--- src/rtl/instr_fetch_unit.sv ---
// Instruction fetch stage: PC, instruction-memory request handshake,
// registered IF/ID output slot with a one-entry skid buffer for decode
// stalls, and a redirect path that flushes the slot and skid.
module instr_fetch_unit #(
    parameter int unsigned      XLEN      = 32,
    parameter logic [XLEN-1:0]  RESET_PC  = '0,
    parameter logic [XLEN-1:0]  NOP_INSTR = 32'h0000_0013
) (
    input  logic            clk,
    input  logic            reset,
    output logic            imem_req,
    output logic [XLEN-1:0] imem_addr,
    input  logic            imem_ready,
    input  logic [XLEN-1:0] imem_rdata,
    input  logic            stall,
    input  logic            redirect_valid,
    input  logic [XLEN-1:0] redirect_target,
    output logic            if_valid,
    output logic [XLEN-1:0] if_pc,
    output logic [XLEN-1:0] if_pc_plus4,
    output logic [XLEN-1:0] if_instr,
    output logic [6:0]      if_opcode
);

    localparam logic [XLEN-1:0] WORD_MASK = {{(XLEN-2){1'b1}}, 2'b00};
    localparam logic [XLEN-1:0] FOUR      = {{(XLEN-3){1'b0}}, 3'd4};

    logic            started_q,    started_d;
    logic [XLEN-1:0] pc_q,         pc_d;
    logic            if_valid_q,   if_valid_d;
    logic [XLEN-1:0] if_pc_q,      if_pc_d;
    logic [XLEN-1:0] if_instr_q,   if_instr_d;
    logic            skid_valid_q, skid_valid_d;
    logic [XLEN-1:0] skid_pc_q,    skid_pc_d;
    logic [XLEN-1:0] skid_instr_q, skid_instr_d;

    logic xfer;
    logic slot_free;

    // Request and output decode from registered state.
    always_comb begin
        imem_req    = started_q & ~skid_valid_q;
        imem_addr   = pc_q & WORD_MASK;
        xfer        = imem_req & imem_ready;
        slot_free   = ~if_valid_q | ~stall;
        if_valid    = if_valid_q;
        if_pc       = if_pc_q;
        if_pc_plus4 = if_pc_q + FOUR;
        if_instr    = if_instr_q;
        if_opcode   = if_instr_q[6:0];
    end

    // Next-state: redirect beats everything; otherwise advance PC on a
    // transfer and route the returned word into the slot or the skid.
    always_comb begin
        started_d    = 1'b1;
        pc_d         = pc_q;
        if_valid_d   = if_valid_q;
        if_pc_d      = if_pc_q;
        if_instr_d   = if_instr_q;
        skid_valid_d = skid_valid_q;
        skid_pc_d    = skid_pc_q;
        skid_instr_d = skid_instr_q;

        if (redirect_valid) begin
            pc_d         = redirect_target & WORD_MASK;
            if_valid_d   = 1'b0;
            if_instr_d   = NOP_INSTR;
            skid_valid_d = 1'b0;
        end else begin
            if (xfer) begin
                pc_d = pc_q + FOUR;
            end
            if (slot_free) begin
                if (skid_valid_q) begin
                    if_valid_d   = 1'b1;
                    if_pc_d      = skid_pc_q;
                    if_instr_d   = skid_instr_q;
                    skid_valid_d = 1'b0;
                end else if (xfer) begin
                    if_valid_d = 1'b1;
                    if_pc_d    = imem_addr;
                    if_instr_d = imem_rdata;
                end else begin
                    if_valid_d = 1'b0;
                    if_instr_d = NOP_INSTR;
                end
            end else if (xfer) begin
                skid_valid_d = 1'b1;
                skid_pc_d    = imem_addr;
                skid_instr_d = imem_rdata;
            end
        end
    end

    // State registers with asynchronous active-high reset.
    always_ff @(posedge clk or posedge reset) begin
        if (reset) begin
            started_q    <= 1'b0;
            pc_q         <= RESET_PC & WORD_MASK;
            if_valid_q   <= 1'b0;
            if_pc_q      <= '0;
            if_instr_q   <= NOP_INSTR;
            skid_valid_q <= 1'b0;
            skid_pc_q    <= '0;
            skid_instr_q <= '0;
        end else begin
            started_q    <= started_d;
            pc_q         <= pc_d;
            if_valid_q   <= if_valid_d;
            if_pc_q      <= if_pc_d;
            if_instr_q   <= if_instr_d;
            skid_valid_q <= skid_valid_d;
            skid_pc_q    <= skid_pc_d;
            skid_instr_q <= skid_instr_d;
        end
    end

endmodule

--- config.mk ---
export PLATFORM = sky130hd
export DESIGN_NAME = instr_fetch_unit
export DESIGN_NICKNAME = d
export VERILOG_FILES = /design/src/rtl/instr_fetch_unit.sv
export SDC_FILE = /design/constraint.sdc
export NUM_CORES = 1
export LEC_CHECK = 0
export CAP_MARGIN = 15
export CORE_MARGIN = 1
export CORE_UTILIZATION = 35
export CTS_CLUSTER_SIZE = 20
export DETAILED_ROUTE_END_ITERATION = 10
export GPL_TIMING_DRIVEN = 0
export HOLD_SLACK_MARGIN = 0.02
export SLEW_MARGIN = 0
export SYNTH_ARGS = -nofsm -noshare
export SYNTH_HDL_FRONTEND = slang
export SYNTH_SLANG_ARGS = --single-unit
--- constraint.sdc ---
create_clock -name clk -period 6.29 [get_ports clk]
set_input_delay 0.629 -clock clk [delete_from_list [all_inputs] [get_ports clk]]
set_output_delay 0.629 -clock clk [all_outputs]
set_load 0.01 [all_outputs]
==> Word-level counts from Yosys, hierarchy flattened <==
Index checks and enable logic that the tools add are counted.
{ "word_totals": {"regBits": 161} }
{ "op_classes": {"add_sub_neg": 2, "mux": 15, "bitwise_logic": 8, "reduce_logical": 6} }
{ "op_table": {"columns": ["op", "count"], "rows": [
  ["32-bit 2-to-1 mux", 8],
  ["32-bit by 3-bit adder with 32-bit output (second input constant)", 2],
  ["1-bit 2-to-1 mux", 7],
  ["3-bit AND reduction", 2],
  ["2-bit nonzero test", 3],
  ["1-bit NOT", 5],
  ["3-bit nonzero test", 1],
  ["1-bit AND", 2],
  ["1-bit bitwise OR", 1]
]} }

==> Depth between registers and ports, before layout <==
Gate-level depths: netlist of the first run.
{ "logic_depth": {"ltp_word": 7, "mapped_depth": 7, "mapped_depth_nobuf": 5} }

==> Worst setup path after synthesis of the first run <==
No wires, ideal clock.
{ "synth_path": {"kind": "register to output", "start": "reg if_pc_q[2], in the netlist if_pc[2]", "end": "out if_pc_plus4[20]", "arrival_ns": 1.595, "required_ns": 5.661, "setup_slack_ns": 4.066, "path_stages_with_launch": 6, "path_buffers": 0, "cell_sequence": "dfrtp_1 -> ha_1 -> nand4_1 -> nor3_1 -> nand4_1 -> xnor2_1"} }
{ "synth_between": {"elab_chain_len": 1} }
{ "synth_rtl": {"columns": ["item", "line", "rtl"], "rows": [
  ["start: declaration", "31", "logic [XLEN-1:0] if_pc_q, if_pc_d;"],
  ["start signal: assignment", "111", "if_pc_q <= if_pc_d;"],
  ["32-bit by 3-bit adder with 32-bit output", "48", "if_pc_plus4 = if_pc_q + FOUR;"],
  ["end: declaration", "20", "output logic [XLEN-1:0] if_pc_plus4,"]
]} }
Every way passes these cells.

==> Worst setup path in the final report of the first run <==
{ "layout_path": {"start": "reg if_pc_q[10], in the netlist if_pc[10]", "end": "out if_pc_plus4[19]"} }
The elaborated chain is that of the path after synthesis.

==> results of run 1 <==
## layer usage
layer / routed length [um] / up-vias / GRT usage
li1: - / 2966 / -
met1: 9020 / 2912 / 0.252
met2: 9250 / 192 / 0.295
met3: 1620 / 32 / 0.0620
met4: 342 / 0 / 0.0619
met5: 0 / - / 0
## cells by family after synthesis
| logic type | Yosys count | share of synthesized area |
|---|---|---|
| adder cells (fa/ha/maj) | 2 | 0.00332 |
| multiplexers | 98 | 0.141 |
| XOR/XNOR | 40 | 0.0465 |
| buffers and inverters | 64 | 0.0389 |
| flip-flops | 157 | 0.522 |
| AND/OR/NAND/NOR | 210 | 0.139 |
| AO/OA/AOI/OAI | 134 | 0.108 |
| other | 2 | 0.000997 |
## layout make-up
type	instances	area, um2	area share
flip-flops and latches	157	3930	0.375
multi-input cells	491	3320	0.317
repair buffers	198	2000	0.191
clock buffers	17	425	0.0405
well taps	275	344	0.0328
plain buffers	58	270	0.0258
clock inverters	15	166	0.0159
inverters	6	30.0	0.00286
## flip-flops by register name, indices dropped and copies added, names as in the netlist
name	count
if_valid	1
skid_valid_q	1
if_instr	32
pc_q	30
skid_pc_q	30
if_pc	30
started_q	1
skid_instr_q	32
## worst max-delay path: cells and delay by family (launching register included)
family / cells / cell delay [ps]
simple gates: 3 / 700
buf+inv: 2 / 970
flops: 1 / 530
xor+xnor: 1 / 170
## cells in the final DEF, fill, tap and decap left out, types with 12 or more instances in the layout
| cell | instances |
|---|---|
| nand3_1 | 24 |
| nand2_1 | 90 |
| a31oi_1 | 12 |
| dfrtp_1 | 154 |
| or4_1 | 15 |
| mux2i_1 | 31 |
| buf_4 | 13 |
| clkbuf_16 | 17 |
| clkdlybuf4s50_1 | 197 |
| and3_1 | 12 |
| o21ai_0 | 73 |
| xnor2_1 | 30 |
| nand4_1 | 22 |
| nor2_1 | 21 |
| mux2_2 | 67 |
| a22oi_1 | 29 |
| clkbuf_1 | 37 |
## stage by stage
step / TNS, ps / power, mW / cells
detailed placement: 0 / 1.88 / 1185
CTS: 0 / 2.92 / 1217
finish: 0 / 2.89 / 1217
global placement: -153900 / 1.87 / 1184
floorplan: 0 / 1.54 / 712
global route: 0 / 3.04 / 1217
## path summary, 6_finish.rpt
path	start	end	slack, ps	depth (start not counted)
min in group asynchronous	reset	skid_instr_q[13]	670	2
max in group asynchronous	reset	skid_pc_q[11]	4830	3
setup / recovery	if_pc[10]	if_pc_plus4[19]	2870	6
setup reg to reg	skid_valid_q	if_pc[9]	3820	6
hold reg to reg	if_instr[7]	if_instr[7]	490	2
hold / removal	if_instr[7]	if_instr[7]	490	2
## power breakdown
part           switching (mW)  internal, mW
combinational           0.230         0.346
sequential              0.136          1.14
clock                   0.464         0.568
==> insert_results.sql, run 1 <==
INSERT INTO impl_metrics (metric_group, metric, value, unit) VALUES
('outcome', 'outcome', 'finished clean', ''),
('cts', 'clock_tree.buffer_depth', '2', ''),
('timing', 'hold_viol_final', '0', ''),
('synth', 'ys_seq_area_frac', '0.522', ''),
('timing', 'fin_hold_ws', '485', 'ps'),
('worst_setup_path', 'setup.worst_path.class', 'reg2out', ''),
('layout', 'final_util', '0.498', ''),
('synth', 'synthDominantAreaCellType', 'dfrtp_1', ''),
('worst_setup_path', 'cp_common_cell', 'nand4_1', ''),
('synth', 'ys_top_cells_by_area', 'dfrtp_1 (51%), mux2_2 (10%), o21ai_0 (4.9%), nand2_1 (4.5%), mux2i_1 (4.1%)', ''),
('route', 'vias', '6102', ''),
('layout', 'final_net_count', '1000', ''),
('timing', 'skew', '10.4', 'ps'),
('worst_setup_path', 'cp_slowest_stage_delay', '550', 'ps'),
('cts', 'cts-resized-gates', '0', ''),
('global_route', 'grt_pass1_wl', '32.4', 'mm'),
('layout', 'layout-drive-gt1-share', '0.130', ''),
('global_route', 'antenna_found_initial', '0', ''),
('route', 'drc', '0', ''),
('global_route', 'grt_start_max_net_pins', '83', ''),
('place', 'gp_congestion', '0.808', ''),
('layout', 'antenna_cells', '0', ''),
('place', 'postPlaceCellArea', '9900', 'um2'),
('cts', 'clock_sink_count', '157', ''),
('synth', 'synth_cell_types', '40', ''),
('route', 'drt-initial-drc-count', '236', ''),
('place', 'placement.setup.worst_slack', '2750', 'ps'),
('hold_path', 'min_path_type', 'reg2reg', ''),
('timing', 'final.min_clock_period', '3420', 'ps'),
('synth', 'syn_avg_cell_area', '10.7', 'um2'),
('timing', 'count_of_final_max_slew_check_failures', '0', ''),
('layout', 'syn2layout_area_growth', '39.3', '%'),
('cts', 'tritoncts', 'built', ''),
('worst_setup_path', 'critPathCaptureType', 'primary output', ''),
('worst_setup_path', 'timing.critical_path.arrival', '2790', 'ps'),
('synth', 'yosysWarnings', '0', ''),
('timing', 'rsz0062_at_grt', 'no', ''),
('floorplan', 'placementRows', '53', ''),
('route', 'avgViaCountPerCell', '5.01', ''),
('route', 'routed_length_per_instance', '16.6', 'um'),
('floorplan', 'fp.coreArea', '21100', 'um2'),
('timing', 'slew_at_the_pin_with_the_worst_max_slew_slack', '941', 'ps'),
('cts', 'ctsRootBufferMaster', 'clkbuf_16', ''),
('synth', 'number_of_enable_flip_flop_cells_after_synthesis', '0', ''),
('cts', 'numCtsBuffers', '17', ''),
('timing', 'slew_headroom', '0.372', ''),
('power', 'max-vdd-ir-drop', '0.177', 'mV'),
('worst_setup_path', 'path_cells', 'nand4_1 -> nor3_1 -> clkbuf_1 -> nand4_1 -> xnor2_1 -> clkdlybuf4s50_1', ''),
('synth', 'ys_dominant_reg_cell', 'dfrtp_1', ''),
('route', 'route.antenna.remaining_nets', '0', ''),
('route', 'drt-pass1-iter-count', '4', ''),
('cts', 'post_cts_hold_buffer_count', '0', ''),
('cts', 'post-cts-setup-buffers', '0', ''),
('worst_setup_path', 'crit_fanout', '10', ''),
('floorplan', 'die_x', '149', 'um'),
('run', 'cap_violations', '0', ''),
('floorplan', 'die_height', '149', 'um'),
('layout', 'nFillCells', '2023', ''),
('cts', 'path_clk_slew', '70', 'ps'),
('synth', 'netlist_area', '7530', 'um2'),
('synth', 'syn-instance-count', '707', ''),
('synth', 'asyncSetResetFlopFracSynth', '1.00', ''),
('synth', 'synth.most_common_cell', 'dfrtp_1', ''),
('worst_setup_path', 'critPathSlowestCell', 'clkdlybuf4s50_1', ''),
('synth', 'yosys-top-cells-count', 'dfrtp_1 (154), nand2_1 (90), o21ai_0 (73), mux2_2 (67), clkbuf_1 (37)', ''),
('global_route', 'groute.usage.overall', '0.191', ''),
('power', 'power_density', '275', 'nW/um2'),
('layout', 'stdcell_area', '10500', 'um2'),
('cts', 'cts.htree.levels', '4', ''),
('timing', 'final_min_period_over_clock_period', '0.544', ''),
('floorplan', 'die_area', '22100', 'um2');
No activity file was read; power rests on OpenSTA's default activity.
==> inputs of run 2 (changes only) <==
==> constraint.sdc (replaced) <==
create_clock -name clk -period 3.09 [get_ports clk]
set_input_delay 0.309 -clock clk [delete_from_list [all_inputs] [get_ports clk]]
set_output_delay 0.309 -clock clk [all_outputs]
set_load 0.01 [all_outputs]
==> run 2 against run 1 <==
Worst hold slack worse by 120 ps. Clock power is 110% higher. Combinational power grew 110%. Via count is 1.2% higher. Critical path type unchanged. Critical endpoint unchanged. Largest power group unchanged.
==> insert_results.sql, run 2 (synthesized netlist as in run 1, its figures left out) <==
INSERT INTO impl_metrics (metric_group, metric, value, unit) VALUES
('cts', 'numCtsBuffers', '17', ''),
('power', 'power_frac_seq', '0.438', ''),
('worst_setup_path', 'setup.worst_path.class', 'reg2out', ''),
('floorplan', 'die_x', '149', 'um'),
('floorplan', 'placementRows', '53', ''),
('power', 'max-vdd-ir-drop', '0.367', 'mV'),
('route', 'totalWireLength', '20.7', 'mm'),
('cts', 'clock_tree.buffer_depth', '2', ''),
('worst_setup_path', 'cp_slowest_stage_delay', '550', 'ps'),
('layout', 'layout-drive-gt1-share', '0.136', ''),
('place', 'detailed_place_hpwl', '15.1', 'mm'),
('layout', 'syn2layout_area_growth', '40.4', '%'),
('global_route', 'groute.usage.overall', '0.193', ''),
('global_route', 'grt_pass1_wl', '32.9', 'mm'),
('timing', 'slew_headroom', '0.351', ''),
('layout', 'layout_common_cells', 'clkdlybuf4s50_1 (197), dfrtp_1 (154), nand2_1 (90)', ''),
('floorplan', 'ioPinCount', '206', ''),
('power', 'clock_power_share', '0.362', ''),
('worst_setup_path', 'critPathCaptureType', 'primary output', ''),
('global_route', 'grt_pass1_vias', '5887', ''),
('worst_setup_path', 'cp_num_buf_inv', '2', ''),
('route', 'vias', '6177', ''),
('route', 'drt-pass1-iter-count', '4', ''),
('hold_path', 'min_path_type', 'in2async', ''),
('place', 'io_buffers', '197', ''),
('route', 'drc', '0', ''),
('global_route', 'grt_overflow', '0', ''),
('worst_setup_path', 'critPathLaunchType', 'flop', ''),
('power', 'final_power', '5.95', 'mW'),
('global_route', 'antenna_found_initial', '0', ''),
('timing', 'final_critical_path_setup_slack', '220', 'ps'),
('floorplan', 'die_height', '149', 'um'),
('power', 'p_leak', '4.30', 'nW'),
('power', 'power.switching_fraction', '0.271', ''),
('worst_setup_path', 'timing.critical_path.arrival', '2560', 'ps'),
('power', 'netSwitchingPower', '1.61', 'mW'),
('worst_setup_path', 'path_cells', 'nand4_1 -> nor3_2 -> clkbuf_2 -> nand4_1 -> xnor2_1 -> clkdlybuf4s50_1', ''),
('cts', 'ctsRootBufferMaster', 'clkbuf_16', ''),
('power', 'p_comb_frac', '0.200', ''),
('worst_setup_path', 'required', '2780', 'ps'),
('worst_setup_path', 'critPathTopFamily', 'buffers and inverters', ''),
('power', 'intPower', '4.33', 'mW'),
('worst_setup_path', 'cp_common_cell', 'nand4_1', ''),
('timing', 'skew', '11.0', 'ps'),
('route', 'routed_length_per_instance', '17.0', 'um'),
('timing', 'final.min_clock_period', '2870', 'ps'),
('layout', 'final_util', '0.501', ''),
('timing', 'final_min_period_over_clock_period', '0.929', ''),
('floorplan', 'start_util', '0.357', ''),
('worst_setup_path', 'critPathSlowestCell', 'clkdlybuf4s50_1', ''),
('timing', 'hold_viol_final', '0', ''),
('cts', 'path_clk_slew', '60', 'ps'),
('timing', 'setup_total_negative_slack', '0', 'ps'),
('timing', 'max_freq', '0.348', 'GHz'),
('cts', 'clock_latency_at_the_later_pin_of_the_worst_skew_pair', '420', 'ps'),
('timing', 'slew_at_the_pin_with_the_worst_max_slew_slack', '971', 'ps'),
('cts', 'cts.htree.levels', '4', ''),
('cts', 'post-cts-setup-buffers', '0', ''),
('layout', 'nFillCells', '1982', ''),
('run', 'cap_violations', '0', ''),
('timing', 'rsz0062_at_grt', 'no', ''),
('cts', 'tritoncts', 'built', ''),
('route', 'drt-initial-drc-count', '278', ''),
('timing', 'count_of_final_max_slew_check_failures', '0', ''),
('layout', 'layout_commonest_cell', 'clkdlybuf4s50_1', ''),
('place', 'gp_congestion', '0.792', ''),
('floorplan', 'fp.coreArea', '21100', 'um2'),
('outcome', 'outcome', 'finished clean', ''),
('layout', 'antenna_cells', '0', ''),
('global_route', 'grt_start_max_net_pins', '42', ''),
('floorplan', 'die_area', '22100', 'um2'),
('route', 'route.antenna.remaining_nets', '0', ''),
('worst_setup_path', 'crit_fanout', '10', ''),
('place', 'placement.setup.worst_slack', '-246', 'ps'),
('timing', 'fin_hold_ws', '363', 'ps'),
('cts', 'clock_sink_count', '157', ''),
('layout', 'final_net_count', '1003', ''),
('route', 'avgViaCountPerCell', '5.07', ''),
('power', 'power_density', '562', 'nW/um2'),
('timing', 'finalSetupViolCount', '0', '');
[run 2: changes by cell type in the layout (fill, tap and decap cells not counted), sizes merged]
cell	delta
buf	+3
clkbuf	+2
clkinvlp	+2
clkinv	+3
bufinv	+2
inv	-10
[run 2: area by class of cell]
cell class | count | area, um2 | share of cell area
Buffer | 58 | 273 | 0.0258
Clock buffer | 19 | 443 | 0.0419
Clock inverter | 12 | 160 | 0.0151
Inverter | 6 | 26.3 | 0.00248
Multi-Input combinational cell | 491 | 3340 | 0.316
Sequential cell | 157 | 3930 | 0.372
Tap cell | 275 | 344 | 0.0325
Timing Repair Buffer | 201 | 2060 | 0.195
[run 2: per-layer routing]
metal | vias up | global-route usage | wire, um
li1 | 2976 | - | -
met1 | 2982 | 0.262 | 9330
met2 | 185 | 0.292 | 9440
met3 | 34 | 0.0534 | 1450
met4 | 0 | 0.0737 | 493
met5 | - | 0 | 0
[run 2: final timing paths]
kind / start / endpoint / slack, ps / cells past startpoint
setup / recovery: if_pc[10] / if_pc_plus4[19] / 220 / 6
hold / removal: reset / skid_instr_q[0] / 360 / 2
setup reg to reg: skid_valid_q / if_pc[9] / 590 / 6
hold reg to reg: if_instr[10] / if_instr[10] / 480 / 2
max in group asynchronous: reset / pc_q[12] / 1970 / 4
min in group clk: redirect_target[4] / pc_q[4] / 450 / 3
[run 2: timing repair]
| action | CTS | global route |
|---|---|---|
| endpoints found under the hold margin | 0 | 0 |
| pin swaps | 0 | 0 |
| hold buffers | 0 | 0 |
| setup endpoints to repair | 9 | 16 |
| gates resized for setup | 1 | 5 |
[run 2: through the flow]
step                instance area, um2  cells
global route                     10600   1219
floorplan                         7550    712
global placement                  9870   1184
finish                           10600   1219
detailed placement                9960   1188
CTS                              10600   1219
[run 2: power by group through the flow]
stage	logic, mW	clock network [mW]	registers (mW)
2_1_floorplan	0.501	0	2.63
3_3_place_gp	1.17	0	2.63
3_5_place_dp	1.20	0	2.64
4_1_cts	1.20	2.19	2.61
5_1_grt	1.30	2.28	2.66
6_report	1.19	2.15	2.61
[run 2: worst register-to-register path, stage by stage, from the launching register on]
cell	delay, ps
dfrtp_1	430
and3b_1	200
clkbuf_1	240
o21bai_1	830
clkbuf_1	530
nand2_1	120
o21ai_0	90
==> inputs of run 3 (changes only) <==
--- a/config.mk
+++ b/config.mk
@@ -8,10 +8,10 @@
 export CAP_MARGIN = 15
 export CORE_MARGIN = 1
 export CORE_UTILIZATION = 35
-export CTS_CLUSTER_SIZE = 20
 export DETAILED_ROUTE_END_ITERATION = 10
 export GPL_TIMING_DRIVEN = 0
 export HOLD_SLACK_MARGIN = 0.02
+export REMOVE_ABC_BUFFERS = 1
 export SLEW_MARGIN = 0
 export SYNTH_ARGS = -nofsm -noshare
 export SYNTH_HDL_FRONTEND = slang
==> run 3 against run 2 <==
Non-clock buffer count is 52 lower. Setup slack got worse by 87 ps. Via count fell by 3.0%. Worst hold slack worse by 41 ps. Register-to-register slack worse by 340 ps. Critical path depth stayed put. Global-route usage about the same. Cell area fell by 0.95%. Die area stayed put. Clock power is essentially flat.
==> insert_results.sql, run 3 (synthesized netlist as in run 1, its figures left out) <==
INSERT INTO impl_metrics (metric_group, metric, value, unit) VALUES
('global_route', 'grt_overflow', '0', ''),
('route', 'totalWireLength', '20.7', 'mm'),
('worst_setup_path', 'critPathLaunchType', 'primary input', ''),
('timing', 'max_freq', '0.338', 'GHz'),
('timing', 'hold_viol_final', '0', ''),
('floorplan', 'ioPinCount', '206', ''),
('power', 'p_comb_frac', '0.195', ''),
('hold_path', 'min_path_type', 'in2async', ''),
('cts', 'clock_tree.buffer_depth', '2', ''),
('route', 'drt-pass1-iter-count', '4', ''),
('global_route', 'grt_pass1_wl', '32.8', 'mm'),
('place', 'gp_congestion', '0.765', ''),
('layout', 'layout_commonest_cell', 'clkdlybuf4s50_1', ''),
('timing', 'final.min_clock_period', '2960', 'ps'),
('floorplan', 'die_height', '149', 'um'),
('route', 'drt-initial-drc-count', '342', ''),
('layout', 'layout_common_cells', 'clkdlybuf4s50_1 (197), dfrtp_1 (153), nand2_1 (90)', ''),
('route', 'avgViaCountPerCell', '5.13', ''),
('layout', 'finish.cell_count_without_fillers', '1168', ''),
('worst_setup_path', 'setup.worst_path.class', 'in2reg', ''),
('power', 'clock_power_share', '0.364', ''),
('worst_setup_path', 'reg2reg_slack', '250', 'ps'),
('cts', 'tritoncts', 'built', ''),
('timing', 'finalSetupViolCount', '0', ''),
('worst_setup_path', 'timing.critical_path.arrival', '3260', 'ps'),
('cts', 'clock_sink_count', '157', ''),
('run', 'cap_violations', '0', ''),
('cts', 'post_cts_hold_buffer_count', '0', ''),
('place', 'dp.cells', '1135', ''),
('floorplan', 'start_util', '0.357', ''),
('cts', 'numCtsBuffers', '17', ''),
('power', 'max-vdd-ir-drop', '0.326', 'mV'),
('timing', 'final_min_period_over_clock_period', '0.957', ''),
('worst_setup_path', 'critPathCaptureType', 'flop', ''),
('worst_setup_path', 'timing.reg2reg.worst_path_depth', '5', ''),
('floorplan', 'placementRows', '53', ''),
('layout', 'syn2layout_area_growth', '39.1', '%'),
('outcome', 'outcome', 'finished clean', ''),
('cts', 'clock_latency_at_the_later_pin_of_the_worst_skew_pair', '420', 'ps'),
('power', 'final_power', '5.95', 'mW'),
('global_route', 'busiest_layer', 'met2', ''),
('route', 'drc', '0', ''),
('power', 'p_leak', '4.25', 'nW'),
('cts', 'cts.htree.levels', '4', ''),
('timing', 'slew_at_the_pin_with_the_worst_max_slew_slack', '1010', 'ps'),
('worst_setup_path', 'rr_endpoint', 'pc_q[25]', ''),
('layout', 'final_net_count', '951', ''),
('power', 'intPower', '4.36', 'mW'),
('power', 'power_frac_seq', '0.441', ''),
('layout', 'layout-drive-gt1-share', '0.138', ''),
('power', 'power_density', '568', 'nW/um2'),
('worst_setup_path', 'crit_fanout', '32', ''),
('global_route', 'antenna_found_initial', '2', ''),
('timing', 'slew_headroom', '0.329', ''),
('place', 'io_buffers', '197', ''),
('route', 'vias', '5994', ''),
('route', 'routed_length_per_instance', '17.7', 'um'),
('timing', 'skew', '8.92', 'ps'),
('cts', 'path_clk_slew', '60', 'ps'),
('place', 'detailed_place_hpwl', '14.1', 'mm'),
('floorplan', 'die_x', '149', 'um'),
('cts', 'ctsRootBufferMaster', 'clkbuf_16', ''),
('timing', 'count_of_final_max_slew_check_failures', '0', ''),
('global_route', 'groute.usage.overall', '0.193', ''),
('global_route', 'met1_usage', '0.264', ''),
('floorplan', 'die_area', '22100', 'um2'),
('global_route', 'grt_start_max_net_pins', '94', ''),
('worst_setup_path', 'required', '3390', 'ps'),
('power', 'netSwitchingPower', '1.60', 'mW'),
('global_route', 'gr-usage-met2', '0.309', ''),
('floorplan', 'fp.coreArea', '21100', 'um2'),
('power', 'power.switching_fraction', '0.268', ''),
('global_route', 'gr-usage-met3', '0.0344', ''),
('layout', 'antenna_cells', '0', ''),
('timing', 'rsz0062_at_grt', 'no', ''),
('global_route', 'grt_pass1_vias', '5904', ''),
('worst_setup_path', 'regToRegStartpoint', 'skid_valid_q', ''),
('route', 'route.antenna.remaining_nets', '0', '');
[run 3: changes by cell type in the layout (fill, tap and decap cells not counted), moves of 3 or more]
cell,delta
clkbuf_1,-34
buf_4,-12
buf_1,-5
buf_16,+3
buf_2,-3
[run 3: layer usage]
layer / routed length [um] / up-vias
li1: - / 2878
met1: 9650 / 2950
met2: 9850 / 138
met3: 813 / 24
met4: 323 / 4
met5: 20 / -
[run 3: per-stage QoR]
step / cell area (um2) / utilization / setup TNS [ps] / hold slack, ps / setup slack [ps]
after detailed placement: 9830 / 0.466 / -51750 / 472 / -834
after global placement: 9600 / 0.455 / -1166840 / 463 / -5490
after floorplan: 7280 / - / -393360 / 416 / -1780
final: 10500 / 0.497 / 0 / 322 / 133
after global routing: 10500 / 0.497 / 0 / 356 / 13.8
after CTS: 10500 / 0.496 / 0 / 340 / 42.1
[run 3: layout make-up]
| class | instances | area (um2) |
|---|---|---|
| fill | 1958 | 10600 |
| sequential | 157 | 3940 |
| clock inverter | 10 | 135 |
| tap | 275 | 344 |
| inverter | 6 | 33.8 |
| timing repair buffer | 207 | 2180 |
| clock buffer | 22 | 474 |
| multi-input combinational | 491 | 3370 |
[run 3: timing repair]
item | in CTS | in global routing
setup endpoints to repair | 75 | 13
buffers inserted | 0 | 1
gates resized for setup | 4 | 1
pin swaps | 0 | 1
[run 3: how the worst max path moves through the flow]
stage | startpoint | endpoint | slack, ps | cells after the start
4_1_cts | if_pc[11] | if_pc_plus4[28] | 40 | 5
3_3_place_gp | redirect_valid | skid_instr_q[0] | -5490 | 5
5_1_grt | if_pc[2] | if_pc_plus4[28] | 10 | 6
6_report | redirect_valid | skid_instr_q[5] | 130 | 6
3_5_place_dp | redirect_valid | skid_instr_q[5] | -830 | 6
2_1_floorplan | skid_valid_q | if_pc[10] | -1780 | 3
[run 3: worst max-delay path: stages]
cell and delay (ps):
clkdlybuf4s50_1 750, clkinvlp_4 670, nand3_1 470, nor2_4 420, buf_12 270, mux2_2 360
[run 3: power by group through the flow]
stage | combinational, mW | clock (mW) | sequential [mW]
finish | 1.16 | 2.17 | 2.62
global route | 1.27 | 2.31 | 2.68
CTS | 1.18 | 2.23 | 2.62
detailed placement | 1.18 | 0 | 2.66
global placement | 1.14 | 0 | 2.65
floorplan | 0.472 | 0 | 2.64
==> RTL change 1, RTL diff (config.mk and constraints of run 2) <==
Reset style: synchronous (`reset`), changed in one clocked block. Comments in the files are not updated.
--- a/src/rtl/instr_fetch_unit.sv
+++ b/src/rtl/instr_fetch_unit.sv
@@ -94,7 +94,7 @@
     end
 
     // State registers with asynchronous active-high reset.
-    always_ff @(posedge clk or posedge reset) begin
+    always_ff @(posedge clk) begin
         if (reset) begin
             started_q    <= 1'b0;
             pc_q         <= RESET_PC & WORD_MASK;
Behaviour: differs if reset is asserted again (counterexample within 4 cycles, from zero or initial values and one cycle with reset high); with reset held inactive, the same outputs for 4 cycles.
==> RTL change 1 against run 2 <==
  * Design area fell by 3.8%
  * Highest routed layer unchanged
  * Critical endpoint is now if_pc_plus4[30]
  * Synthesized area fell by 4.2%
  * Sequential cell count did not move
  * Routed wire length rose by 8.1%
  * Non-clock buffer count rose by 17
  * Worst setup slack got worse by 0.077 ns
  * Critical path type unchanged
Power is not compared: it rests on default switching activity, and its combinational part moved more than twofold at a synthesized area within 25%.
==> RTL change 1: results (changes against run 2) <==
Parameter                              Value

Run status
  Outcome ... finished, final reports clean (unchanged)

STA
  Worst Clk Skew ... 0.01140 ns (was 0.01101 ns)
  Worst slew margin ... 24.56% (was 35.12%)

GRT
  Met2 global-route usage ... 36.18% (was 29.23%)
  Wire length of the first global-routing pass ... 35.62 mm (was 32.86 mm)
  Grt met1 use ... 26.24% (was 26.22%)
  Pin count of the biggest net entering global routing ... 17 (was 42)
  Met3 track utilization from global routing ... 5.799% (was 5.337%)
  Overall Global Routing Usage ... 21.28% (was 19.33%)
  Number of global-route vias before repair ... 6572 (was 5887)

Setup path
  Arrival time at the worst endpoint ... 2.64 ns (was 2.56 ns)
  Cell with the largest stage delay on the worst path ... sky130_fd_sc_hd__or4_4 (was sky130_fd_sc_hd__clkdlybuf4s50_1)
  Kind of cell adding the most delay to the critical path ... simple AND/OR/NAND/NOR gates (was buffers and inverters)
  Largest incremental delay on the critical path ... 0.59 ns (was 0.55 ns)
  Maximum fanout count along the critical path ... 7 (was 10)

Synthesis
  Asr flop ratio synth ... 0% (was 100.0%)
  Top cells by instance count after synthesis ... sky130_fd_sc_hd__dfxtp_1 (157), sky130_fd_sc_hd__nand2_1 (156), sky130_fd_sc_hd__nor2_1 (87) (was sky130_fd_sc_hd__dfrtp_1 (154), sky130_fd_sc_hd__nand2_1 (90), sky130_fd_sc_hd__o21ai_0 (73))
  Post-synthesis xor/xnor area fraction ... 4.733% (was 4.652%)
  Portion of netlist area occupied by mux cells ... 4.577% (was 14.14%)
  Number of distinct standard cells referenced by the synthesized netlist ... 50 (was 40)
  Compound-Gate Fraction of Synth Area ... 16.40% (was 10.82%)
  Post-Synth Adder-Cell Area ... 0.3467% (was 0.3323%)
  Mean cell area of the mapped netlist ... 8.201 um2 (was 10.65 um2)
  Proportion of synthesized chip area in sequential cells ... 43.55% (was 52.22%)

Place
  Placed Area ... 9545 um2 (was 9957 um2)
  Placed wire-length estimate after detailed placement ... 16.91 mm (was 15.11 mm)
  GPL Wtd Cong ... 0.8321 (was 0.7919)
  I/O Buffers ... 196 (was 197)
  Dpl ws ... 0.08304 ns (was -0.2463 ns)

Drt
  Vias after detailed routing ... 7050 (was 6177)
  Total routed wire length on the met1 layer ... 9.896 mm (was 9.328 mm)
  WL met2 ... 10.76 mm (was 9.438 mm)
  WL final ... 22.39 mm (was 20.71 mm)
  Number of DRC markers after the initial detailed-route iteration ... 359 (was 278)
  Met3 Wirelength ... 1.408 mm (was 1.452 mm)

Power
  Seq. pwr ... 2.18 mW

Worst hold path
  Class of the most critical hold timing path ... register to register (was input port to async pin)

Finish
  Non-filler instance count after layout ... 1384 (was 1219)
  Share of final-layout standard cells stronger than drive strength 1 ... 5.655% (was 13.56%)
  # nets final ... 1172 (was 1003)

Clocking
  Root buf cell ... sky130_fd_sc_hd__clkbuf_16 (unchanged)
## RTL change 1: cell count changes after synthesis, sizes merged, moves of 29 or more
cell           run 2  this run
a211oi             0        40
a21oi              0        66
a221oi             0        29
a22oi             29         0
dfrtp            154         0
dfxtp              0       157
mux2              67         0
nand2             90       156
nor2              21        87
nor3               6        38
o21ai             73        13
## RTL change 1: repair_timing
item,in CTS,in global routing
gates resized for setup,2,5
hold buffers,0,0
setup endpoints to repair,1,18
## RTL change 1: kinds of logic after synthesis
| kind of cell | after synthesis |
|---|---|
| and+or+nand+nor | 384 |
| AOI/OAI and AO/OA | 175 |
| DFF | 157 |
| buffers and inverters | 89 |
| xor gates and xnor gates | 39 |
| muxes | 33 |
| adders and majority gates | 2 |
| other | 1 |
## RTL change 1: path summary, 6_finish.rpt
kind	start	endpoint	slack, ns	cells past startpoint
worst max-delay path	if_pc[17]	if_pc_plus4[30]	0.14	5
worst min-delay path	skid_pc_q[4]	skid_pc_q[4]	0.45	2
worst max register to register	pc_q[2]	pc_q[20]	0.42	5
worst min register to register	skid_pc_q[4]	skid_pc_q[4]	0.45	2
## RTL change 1: area by class of cell
type / count / area, um2
sequential: 157 / 3144
clock buffer: 21 / 460.4
timing repair buffer: 198 / 1972
tap: 270 / 337.8
inverter: 10 / 37.54
clock inverter: 11 / 135.1
buffer: 78 / 345.3
fill: 2002 / 10060
multi-input combinational: 639 / 3739
## RTL change 1: stage by stage
stage	power (mW)	util (%)	TNS, ns
floorplan	2.447	-	0
global placement	2.791	47.12	-3.411
detailed placement	2.793	47.17	0
CTS	4.887	50.15	0
global route	5.045	50.27	0
finish	4.857	50.27	0
==> RTL change 2, RTL diff (settings of run 2) <==
Made on the original files. Set the parameter `XLEN` to 64 (it was 32).
--- a/src/rtl/instr_fetch_unit.sv
+++ b/src/rtl/instr_fetch_unit.sv
@@ -2,7 +2,7 @@
 // registered IF/ID output slot with a one-entry skid buffer for decode
 // stalls, and a redirect path that flushes the slot and skid.
 module instr_fetch_unit #(
-    parameter int unsigned      XLEN      = 32,
+    parameter int unsigned      XLEN      = 64,
     parameter logic [XLEN-1:0]  RESET_PC  = '0,
     parameter logic [XLEN-1:0]  NOP_INSTR = 32'h0000_0013
 ) (
Interface: changed (6 resized); port bits go from 206 to 398. No check against the original RTL was run, so the function may have changed too.
==> RTL change 2 against run 2 <==
  * Synthesized area increased by 100%
  * Worst setup slack got worse by 0.18 ns
  * Sequential cell count increased by 160
  * Design area increased by 110%
  * Total power increased by 120%
  * Global-route usage increased by 4.9 points
  * Combinational power increased by 140%
  * Routed wire length increased to 2.6 times the old value
==> RTL change 2: results (changes against run 2) <==
Parameter                              Value

Run status
  Outcome ... finished, final reports clean (unchanged)

Finish
  Share of final-layout standard cells stronger than drive strength 1 ... 19.01% (was 13.56%)
  # nets final ... 2128 (was 1003)
  Number of antenna repair diodes ... 0 (unchanged)

STA
  Worst Clk Skew ... 0.01912 ns (was 0.01101 ns)
  Worst slew margin ... 27.36% (was 35.12%)
  Number of hold violations in the final report ... 0 (unchanged)

Place
  Dpl ws ... -1.154 ns (was -0.2463 ns)
  Placed wire-length estimate after detailed placement ... 40.13 mm (was 15.11 mm)
  GPL Wtd Cong ... 0.8858 (was 0.7919)
  I/O Buffers ... 389 (was 197)

Synthesis
  Number of distinct standard cells referenced by the synthesized netlist ... 46 (was 40)
  Proportion of synthesized chip area in sequential cells ... 51.70% (was 52.22%)
  Top cells by instance count after synthesis ... sky130_fd_sc_hd__dfrtp_1 (314), sky130_fd_sc_hd__nand2_1 (154), sky130_fd_sc_hd__mux2_2 (126) (was sky130_fd_sc_hd__dfrtp_1 (154), sky130_fd_sc_hd__nand2_1 (90), sky130_fd_sc_hd__o21ai_0 (73))
  Top cells by area, synth ... sky130_fd_sc_hd__dfrtp_1 (51%), sky130_fd_sc_hd__mux2_2 (9.2%), sky130_fd_sc_hd__mux2i_1 (4.3%) (was sky130_fd_sc_hd__dfrtp_1 (51%), sky130_fd_sc_hd__mux2_2 (10%), sky130_fd_sc_hd__o21ai_0 (4.9%))

Clocking
  Maximum clock path buffer count ... 3 (was 2)
  Maximum level of the CTS H-tree ... 2 (was 4)
  Number of buffers inserted during clock tree synthesis ... 38 (was 17)
  Later-pin clock latency in the skew report ... 0.55 ns (was 0.42 ns)

GRT
  Pin count of the biggest net entering global routing ... 41 (was 42)
  Wire length of the first global-routing pass ... 82.49 mm (was 32.86 mm)
  Overall Global Routing Usage ... 24.24% (was 19.33%)
  Number of global-route vias before repair ... 13840 (was 5887)
  Initial antenna violation count ... 5 (was 0)

Setup path
  Cell with the largest stage delay on the worst path ... sky130_fd_sc_hd__dfrtp_2 (was sky130_fd_sc_hd__clkdlybuf4s50_1)
  Worst reg-to-reg path cell count ... 7 (was 6)
  Largest incremental delay on the critical path ... 0.41 ns (was 0.55 ns)
  Maximum fanout count along the critical path ... 6 (was 10)
  Buf+Inv Stages, Crit Path ... 3 (was 2)
  Arrival time at the worst endpoint ... 2.74 ns (was 2.56 ns)
  Kind of cell adding the most delay to the critical path ... simple AND/OR/NAND/NOR gates (was buffers and inverters)

Drt
  Routed wirelength normalized by instance count ... 20.93 um (was 16.99 um)
  Number of DRC markers after the initial detailed-route iteration ... 880 (was 278)
  Antenna violation net count after detailed routing ... 0 (unchanged)
  Number of iterations in the first detailed-routing pass ... 5 (was 4)
  Via-to-Cell Ratio ... 5.224 (was 5.067)

Power
  Leakage ... 8.999 nW (was 4.301 nW)
  Worst voltage drop across the vdd grid ... 418.4 uV (was 367.1 uV)
## RTL change 2: per-layer routing
metal / global-route usage [%] / share of wire, % / wire length (um) / vias to the layer above
li1: - / - / - / 6307
met1: 29.90 / 40 / 22030 / 6761
met2: 40.49 / 48 / 26170 / 452
met3: 7.699 / 9.2 / 5026 / 78
met4: 6.997 / 2.2 / 1222 / 10
met5: 0 / 0.12 / 66 / -
## RTL change 2: worst paths after layout
check / from / to / slack (ns)
setup / recovery: if_pc[28] / if_pc_plus4[62] / 0.04
min in group clk: redirect_target[61] / pc_q[61] / 0.32
hold / removal: reset / if_instr[46] / 0.21
hold reg to reg: if_instr[10] / if_instr[10] / 0.48
max in group asynchronous: reset / if_pc[10] / 1.24
setup reg to reg: pc_q[18] / pc_q[53] / 0.15
## RTL change 2: where the power goes
group	switching, mW	total, mW	leakage (nW)	internal (mW)
logic	1.28	2.80	4.36	1.53
registers	0.606	5.32	3.97	4.72
clock network	1.82	4.76	0.664	2.94
## RTL change 2: final cells by class
class                      instances  area (um2)
fill                            4024       20860
sequential                       317        7970
multi-input combinational       1056        7233
timing repair buffer             456        4461
clock buffer                      51        1111
tap                              585       732.0
buffer                           107       518.0
clock inverter                    16       216.5
inverter                          17       67.56
## RTL change 2: cells by family after synthesis
logic type | after synthesis | share of synthesized area, %
DFF | 317 | 51.70
other | 2 | 0.04892
and+or+nand+nor | 488 | 15.36
AOI/OAI and AO/OA | 272 | 10.27
xor gates and xnor gates | 95 | 5.420
buffers and inverters | 126 | 3.496
adders and majority gates | 2 | 0.1630
muxes | 192 | 13.55
## RTL change 2: per-stage QoR
stage | power (mW) | utilization (%) | instance area (um2) | hold slack [ns] | instances
6_report | 12.89 | 51.68 | 22310 | 0.2128 | 2605
5_1_grt | 13.49 | 51.68 | 22310 | 0.2631 | 2605
4_1_cts | 12.92 | 51.10 | 22060 | 0.2242 | 2579
3_5_place_dp | 8.087 | 46.80 | 20210 | 0.4736 | 2484
3_3_place_gp | 7.989 | 46.33 | 20000 | 0.4602 | 2473
2_1_floorplan | 6.464 | - | 15370 | 0.4289 | 1499
## RTL change 2: timing repair
action | in CTS | in global routing
gates cloned | 1 | 0
buffers inserted | 29 | 26
pin swaps | 11 | 8
endpoints found under the setup margin | 163 | 45
gates resized for setup | 130 | 53
